[config.mk]
export PLATFORM = sky130hd
export DESIGN_NAME = btn_cond_flat
export DESIGN_NICKNAME = d
export VERILOG_FILES = /design/src/rtl/game_pkg.sv /design/src/rtl/btn_cond_if.sv /design/src/rtl/btn_chan.sv /design/src/rtl/btn_cond.sv /design/src/flat_wrapper.sv
export SDC_FILE = /design/constraint.sdc
export NUM_CORES = 1
export LEC_CHECK = 0
export BUFFER_PORTS_ARGS = -buffer_cell sky130_fd_sc_hd__clkbuf_2
export CAP_MARGIN = 5
export CORE_ASPECT_RATIO = 1.2
export CORE_UTILIZATION = 25
export CTS_CLUSTER_DIAMETER = 100
export DETAILED_ROUTE_END_ITERATION = 10
export SYNTH_ARGS = -nofsm -noshare
export SYNTH_HDL_FRONTEND = slang
export SYNTH_SLANG_ARGS = --single-unit
[constraint.sdc]
create_clock -name clk -period 9.5 [get_ports clk]
set_input_delay 1.425 -clock clk [delete_from_list [all_inputs] [get_ports clk]]
set_output_delay 1.425 -clock clk [all_outputs]
set_load 0.05 [all_outputs]
[src/rtl/game_pkg.sv]
// Shared game-logic constants: button channel indices and the per-channel
// auto-repeat state encoding.
package game_pkg;

  localparam int N_BTN       = 5;

  localparam int BTN_RESPAWN = 0;
  localparam int BTN_DOWN    = 1;
  localparam int BTN_LEFT    = 2;
  localparam int BTN_RIGHT   = 3;
  localparam int BTN_UP      = 4;

  typedef enum logic [1:0] {
    REP_IDLE   = 2'd0,
    REP_DELAY  = 2'd1,
    REP_REPEAT = 2'd2
  } rep_state_t;

endpackage

[src/rtl/btn_cond_if.sv]
// Button bundle between the board pins and the movement stage: raw pins in,
// conditioned level and pulse vectors out.
interface btn_cond_if #(
  parameter int N_BTN = game_pkg::N_BTN
);

  logic [N_BTN-1:0] btn_raw;
  logic [N_BTN-1:0] btn_level;
  logic [N_BTN-1:0] btn_press;
  logic [N_BTN-1:0] btn_release;
  logic [N_BTN-1:0] btn_repeat;

  modport master (
    output btn_raw,
    input  btn_level, btn_press, btn_release, btn_repeat
  );

  modport slave (
    input  btn_raw,
    output btn_level, btn_press, btn_release, btn_repeat
  );

endinterface

[src/rtl/btn_chan.sv]
// One button channel: two-flop synchroniser, stability-count debouncer and an
// auto-repeat FSM driven by the debounced press/release events.
module btn_chan
  import game_pkg::*;
#(
  parameter int DEBOUNCE_CYC  = 1_000_000,
  parameter int REPEAT_DELAY  = 50_000_000,
  parameter int REPEAT_PERIOD = 10_000_000
) (
  input  logic clk,
  input  logic rst,
  input  logic btn_raw,
  output logic btn_level,
  output logic btn_press,
  output logic btn_release,
  output logic btn_repeat
);

  localparam int CNT_W  = $clog2(DEBOUNCE_CYC);
  localparam int RMAX   = (REPEAT_DELAY > REPEAT_PERIOD) ? REPEAT_DELAY : REPEAT_PERIOD;
  localparam int RCNT_W = $clog2(RMAX + 1);

  localparam logic [CNT_W-1:0]  CNT_LAST    = CNT_W'(DEBOUNCE_CYC - 1);
  localparam logic [RCNT_W-1:0] DELAY_LAST  = RCNT_W'(REPEAT_DELAY - 1);
  localparam logic [RCNT_W-1:0] PERIOD_LAST = RCNT_W'(REPEAT_PERIOD - 1);

  logic              sync1_r;
  logic              sync2_r;
  logic [CNT_W-1:0]  cnt_r;
  logic [CNT_W-1:0]  cnt_s;
  logic              level_s;
  logic              press_evt_s;
  logic              release_evt_s;
  rep_state_t        state_r;
  rep_state_t        state_s;
  logic [RCNT_W-1:0] rcnt_r;
  logic [RCNT_W-1:0] rcnt_s;
  logic              repeat_s;

  // Debounce: the level flips only after the synchronised input has differed for DEBOUNCE_CYC edges
  always_comb begin
    cnt_s         = cnt_r;
    level_s       = btn_level;
    press_evt_s   = 1'b0;
    release_evt_s = 1'b0;
    if (sync2_r == btn_level) begin
      cnt_s = {CNT_W{1'b0}};
    end else if (cnt_r == CNT_LAST) begin
      cnt_s         = {CNT_W{1'b0}};
      level_s       = sync2_r;
      press_evt_s   = sync2_r;
      release_evt_s = ~sync2_r;
    end else begin
      cnt_s = cnt_r + CNT_W'(1);
    end
  end

  // Repeat FSM next state; a release beats a repeat that falls due in the same cycle
  always_comb begin
    state_s  = state_r;
    rcnt_s   = rcnt_r;
    repeat_s = 1'b0;
    case (state_r)
      REP_IDLE: begin
        rcnt_s = {RCNT_W{1'b0}};
        if (press_evt_s) begin
          repeat_s = 1'b1;
          state_s  = REP_DELAY;
        end else begin
          state_s  = REP_IDLE;
        end
      end
      REP_DELAY: begin
        if (release_evt_s) begin
          rcnt_s  = {RCNT_W{1'b0}};
          state_s = REP_IDLE;
        end else if (rcnt_r == DELAY_LAST) begin
          repeat_s = 1'b1;
          rcnt_s   = {RCNT_W{1'b0}};
          state_s  = REP_REPEAT;
        end else begin
          rcnt_s = rcnt_r + RCNT_W'(1);
        end
      end
      REP_REPEAT: begin
        if (release_evt_s) begin
          rcnt_s  = {RCNT_W{1'b0}};
          state_s = REP_IDLE;
        end else if (rcnt_r == PERIOD_LAST) begin
          repeat_s = 1'b1;
          rcnt_s   = {RCNT_W{1'b0}};
        end else begin
          rcnt_s = rcnt_r + RCNT_W'(1);
        end
      end
      default: begin
        rcnt_s  = {RCNT_W{1'b0}};
        state_s = REP_IDLE;
      end
    endcase
  end

  // All channel state and registered outputs
  always_ff @(posedge clk or posedge rst) begin
    if (rst) begin
      sync1_r     <= 1'b0;
      sync2_r     <= 1'b0;
      cnt_r       <= {CNT_W{1'b0}};
      state_r     <= REP_IDLE;
      rcnt_r      <= {RCNT_W{1'b0}};
      btn_level   <= 1'b0;
      btn_press   <= 1'b0;
      btn_release <= 1'b0;
      btn_repeat  <= 1'b0;
    end else begin
      sync1_r     <= btn_raw;
      sync2_r     <= sync1_r;
      cnt_r       <= cnt_s;
      state_r     <= state_s;
      rcnt_r      <= rcnt_s;
      btn_level   <= level_s;
      btn_press   <= press_evt_s;
      btn_release <= release_evt_s;
      btn_repeat  <= repeat_s;
    end
  end

endmodule

[src/rtl/btn_cond.sv]
// Button input conditioner: N_BTN independent synchronise/debounce/auto-repeat
// channels feeding the movement stage.
module btn_cond #(
  parameter int N_BTN         = game_pkg::N_BTN,
  parameter int DEBOUNCE_CYC  = 1_000_000,
  parameter int REPEAT_DELAY  = 50_000_000,
  parameter int REPEAT_PERIOD = 10_000_000
) (
  input logic      clk,
  input logic      rst,
  btn_cond_if.slave bus
);

  logic [N_BTN-1:0] level_s;
  logic [N_BTN-1:0] press_s;
  logic [N_BTN-1:0] release_s;
  logic [N_BTN-1:0] repeat_s;

  for (genvar g = 0; g < N_BTN; g++) begin : g_chan
    btn_chan #(
      .DEBOUNCE_CYC (DEBOUNCE_CYC),
      .REPEAT_DELAY (REPEAT_DELAY),
      .REPEAT_PERIOD(REPEAT_PERIOD)
    ) u_chan (
      .clk        (clk),
      .rst        (rst),
      .btn_raw    (bus.btn_raw[g]),
      .btn_level  (level_s[g]),
      .btn_press  (press_s[g]),
      .btn_release(release_s[g]),
      .btn_repeat (repeat_s[g])
    );
  end

  assign bus.btn_level   = level_s;
  assign bus.btn_press   = press_s;
  assign bus.btn_release = release_s;
  assign bus.btn_repeat  = repeat_s;

endmodule
[src/flat_wrapper.sv]
// flat-port wrapper written by rule: the top's interface ports become plain ports
module btn_cond_flat 
#(
  parameter int N_BTN         = game_pkg::N_BTN,
  parameter int DEBOUNCE_CYC  = 1_000_000,
  parameter int REPEAT_DELAY  = 50_000_000,
  parameter int REPEAT_PERIOD = 10_000_000
)
  (clk, rst, bus_btn_raw, bus_btn_level, bus_btn_press, bus_btn_release, bus_btn_repeat);
  btn_cond_if #(.N_BTN(N_BTN)) bus_i ();
  input logic clk;
  input logic rst;
  input wire logic [$bits(bus_i.btn_raw)-1:0] bus_btn_raw;
  output wire logic [$bits(bus_i.btn_level)-1:0] bus_btn_level;
  output wire logic [$bits(bus_i.btn_press)-1:0] bus_btn_press;
  output wire logic [$bits(bus_i.btn_release)-1:0] bus_btn_release;
  output wire logic [$bits(bus_i.btn_repeat)-1:0] bus_btn_repeat;
  assign bus_i.btn_raw = bus_btn_raw;
  assign bus_btn_level = bus_i.btn_level;
  assign bus_btn_press = bus_i.btn_press;
  assign bus_btn_release = bus_i.btn_release;
  assign bus_btn_repeat = bus_i.btn_repeat;
  btn_cond #(.N_BTN(N_BTN), .DEBOUNCE_CYC(DEBOUNCE_CYC), .REPEAT_DELAY(REPEAT_DELAY), .REPEAT_PERIOD(REPEAT_PERIOD)) u_core (.clk(clk), .rst(rst), .bus(bus_i));
endmodule
==> run_results.csv <==
group,metric,value,unit
synthesis,syn_nets,1424,
synthesis,synth_edf_count,0,
floorplanning,dieArea,55280,µm²
cts,cts_sinks,270,
final_layout,drive_gt1_frac,0.07379,
floorplanning,initial_utilization,0.2532,
placement,dpl.hpwl,17100,µm
placement,routabilityCongestion,0.7833,
detailed_routing,wl,25840,µm
timing,hold_slack,0.3464,ns
placement,placedInstanceArea,14340,µm²
power,total_power,2.433,mW
timing,setup_viol,0,
cts,clk_latency,0.57,ns
detailed_routing,drtAntennaViolNets,0,
worst_setup_path,path_class,"register to output pin",
power,p_per_area,158.1,nW/µm²
synthesis,ys_types,68,
cts,postCtsHoldBufs,0,
timing,tightest_slew,1.148,ns
cts,cts_buffers,30,
synthesis,syn-instance-count,1387,
worst_setup_path,worstSetupEndpointType,"output pin",
power,irDropWorstVdd,118.9,µV
detailed_routing,drc,0,
grt,use_met2,0.1594,
cts,clk_path_buf_depth,3,
placement,io_buffer_count,26,
grt,grt_busiest_layer,"met2",
cts,clock-root-buffer,"clkbuf_16",
worst_setup_path,worstPathRequired,8.08,ns
timing,fin_tns_setup,0,ns
timing,timing.fmax,353.0,MHz
synthesis,syn-cell-area,13580,µm²
grt,grt-ovfl-total,0,
grt,grt_pass1_vias,9454,
detailed_routing,wl_per_cell,12.10,µm
hold_path,hold_path_class,"register to register",
detailed_routing,drt_iter0_drc,522,
worst_setup_path,crit_arrival,1.41,ns
grt,grt_max_degree,140,
placement,dp.cells,2082,
worst_setup_path,max_stage_delay,0.50,ns
final_layout,finalNetCount,1439,
grt,grt_pass1_wl,45080,µm
detailed_routing,via_per_inst,4.431,
cts,cts.clk_slew.worst_paths,0.06,ns
synthesis,yosysSeqAreaShare,0.4974,
grt,grtUsageMet1,0.1202,
worst_setup_path,crit_buf_inv,1,
cts,postCtsSetupBuffers,0,
worst_setup_path,startpoint_type,"register",
floorplanning,rows,93,
floorplanning,ios,27,
synthesis,yosys_warnings,0,
floorplanning,placeableCoreArea,53640,µm²
cts,cts_tree,"built",
timing,slew_headroom,0.2348,
synthesis,synth.avg_cell_area,9.794,µm²
cts,htree_levels,1,
final_layout,instances_no_fill,2135,
grt,use_met3,0.01809,
grt,grt_antenna_before_repair,0,
final_layout,postLayoutCellArea,15390,µm²
grt,grt_util_all_layers,0.09457,
final_layout,area.growth.synth_to_final,13.27,%
timing,rsz0062_at_grt,"no",
worst_setup_path,worstPathCellList,"clkbuf_2",
cts,post_cts_resized,0,
timing,skew,0.01532,ns
run,drv_cap,0,
detailed_routing,first_pass_iters,5,
worst_setup_path,cp_top_family,"flip-flops",
outcome,outcome,"complete, no violations",
timing,slew_violations,0,
power,power.leakage,6.039,nW
timing,finalHoldViolCount,0,
floorplanning,die_w,214.8,µm
timing,fin_crit_sh,0.2982,
final_layout,diodes,0,
worst_setup_path,crit_fanout,6,
detailed_routing,vias,9460,
synthesis,synthArstFlopShare,1.000,
timing,min_period,2.833,ns
floorplanning,die-height,257.4,µm
synthesis,synth_flop_cell,"dfrtp_1",
synthesis,synth_seq_cells,270,
worst_setup_path,crit_path_top_delay_cell,"dfrtp_1",
## layer usage
| layer | vias to the layer above | wire length (µm) |
|---|---|---|
| met5 | - | 0 |
| met4 | 0 | 606 |
| met3 | 41 | 980 |
| met2 | 95 | 12230 |
| met1 | 4594 | 12030 |
| li1 | 4730 | - |
## power by group
| group | total (mW) | internal [mW] | switching, mW |
|---|---|---|---|
| combinational | 0.0411 | 0.00816 | 0.0329 |
| clock | 1.23 | 0.759 | 0.469 |
| sequential | 1.16 | 1.16 | 0.00639 |
| total | 2.43 | 1.92 | 0.509 |
## synth_stat cells (6+ instances only)
cell type / instances / area share
nor2_1: 287 / 0.079
dfrtp_1: 270 / 0.50
xnor2_1: 125 / 0.081
nand2_1: 90 / 0.025
nand3_1: 90 / 0.033
xor2_1: 88 / 0.057
inv_1: 50 / 0.014
nand4_1: 44 / 0.020
nor3_1: 43 / 0.016
and3_1: 36 / 0.017
nor4_1: 32 / 0.015
ha_1: 30 / 0.028
buf_4: 26 / 0.014
and4_1: 25 / 0.016
clkbuf_1: 12 / 0.0033
nor4b_1: 10 / 0.0064
nor3b_1: 8 / 0.0044
or2_2: 8 / 0.0037
or4_1: 8 / 0.0044
and2_1: 7 / 0.0032
nand4b_1: 7 / 0.0045
a21oi_1: 6 / 0.0022
## through the flow
step                        util  worst slack [ns]
final                     0.2868             6.667
after global routing      0.2868             6.507
after CTS                 0.2868             6.627
after detailed placement  0.2673             6.475
after global placement    0.2673             6.503
after floorplan                -            0.6363
## cell usage in the layout (no fill, tap or decap), types with 5 or more instances in the layout
master / netlist / final
ha_1: 30 / 30
nor2b_1: 5 / 5
nand2b_1: 5 / 5
xor2_1: 88 / 88
and2_1: 7 / 7
dfrtp_1: 270 / 270
xnor2_1: 125 / 125
or2_2: 8 / 8
clkbuf_16: 0 / 31
nand2_1: 90 / 90
nand3_1: 90 / 90
and4_1: 25 / 25
clkbuf_2: 0 / 26
nor2_1: 287 / 287
clkinv_2: 0 / 6
inv_1: 50 / 49
or4_1: 8 / 8
nand4b_1: 7 / 7
bufinv_16: 0 / 5
nand4_1: 44 / 44
nor3b_1: 8 / 8
nor4b_1: 10 / 10
a21oi_1: 6 / 6
nor3_1: 43 / 43
and3_1: 36 / 36
nor4_1: 32 / 32
mux2_2: 5 / 5
## state kept, by name (all words and copies together), names as in the netlist
register,flops
u_core.g_chan.u_chan.rcnt_r,130
u_core.g_chan.u_chan.cnt_r,100
u_core.g_chan.u_chan.state_r,10
u_core.g_chan.u_chan.btn_level,5
u_core.g_chan.u_chan.btn_press,5
u_core.g_chan.u_chan.btn_release,5
u_core.g_chan.u_chan.btn_repeat,5
u_core.g_chan.u_chan.sync1_r,5
u_core.g_chan.u_chan.sync2_r,5
## logic make-up after synthesis
| group | Yosys count | synth area share |
|---|---|---|
| buffers and inverters | 96 | 0.03675 |
| and+or+nand+nor | 728 | 0.2690 |
| muxes | 6 | 0.004881 |
| xor gates and xnor gates | 213 | 0.1373 |
| AOI/OAI and AO/OA | 44 | 0.02699 |
| adders and majority gates | 30 | 0.02763 |
| DFF | 270 | 0.4974 |
## worst paths after layout
path / from / to / slack (ns) / cells after the start
min: u_core.g_chan[3].u_chan.sync1_r / u_core.g_chan[3].u_chan.sync2_r / 0.35 / 0
max reg2reg: u_core.g_chan[0].u_chan.rcnt_r[18] / u_core.g_chan[0].u_chan.rcnt_r[22] / 6.82 / 5
max in group asynchronous: rst / u_core.g_chan[4].u_chan.rcnt_r[4] / 7.14 / 3
min in group asynchronous: rst / u_core.g_chan[1].u_chan.rcnt_r[15] / 1.05 / 2
min reg2reg: u_core.g_chan[3].u_chan.sync1_r / u_core.g_chan[3].u_chan.sync2_r / 0.35 / 0
max: u_core.g_chan[4].u_chan.btn_level / bus_btn_level[4] / 6.67 / 1
## area by class of cell
class / count / area [µm²]
sequential: 270 / 6756
inverter: 50 / 195.2
clock buffer: 39 / 845.8
timing repair buffer: 29 / 165.2
multi-input combinational: 1021 / 6329
tap: 712 / 890.9
fill: 5490 / 38260
clock inverter: 14 / 205.2
No activity file was read; power rests on OpenSTA's default activity.
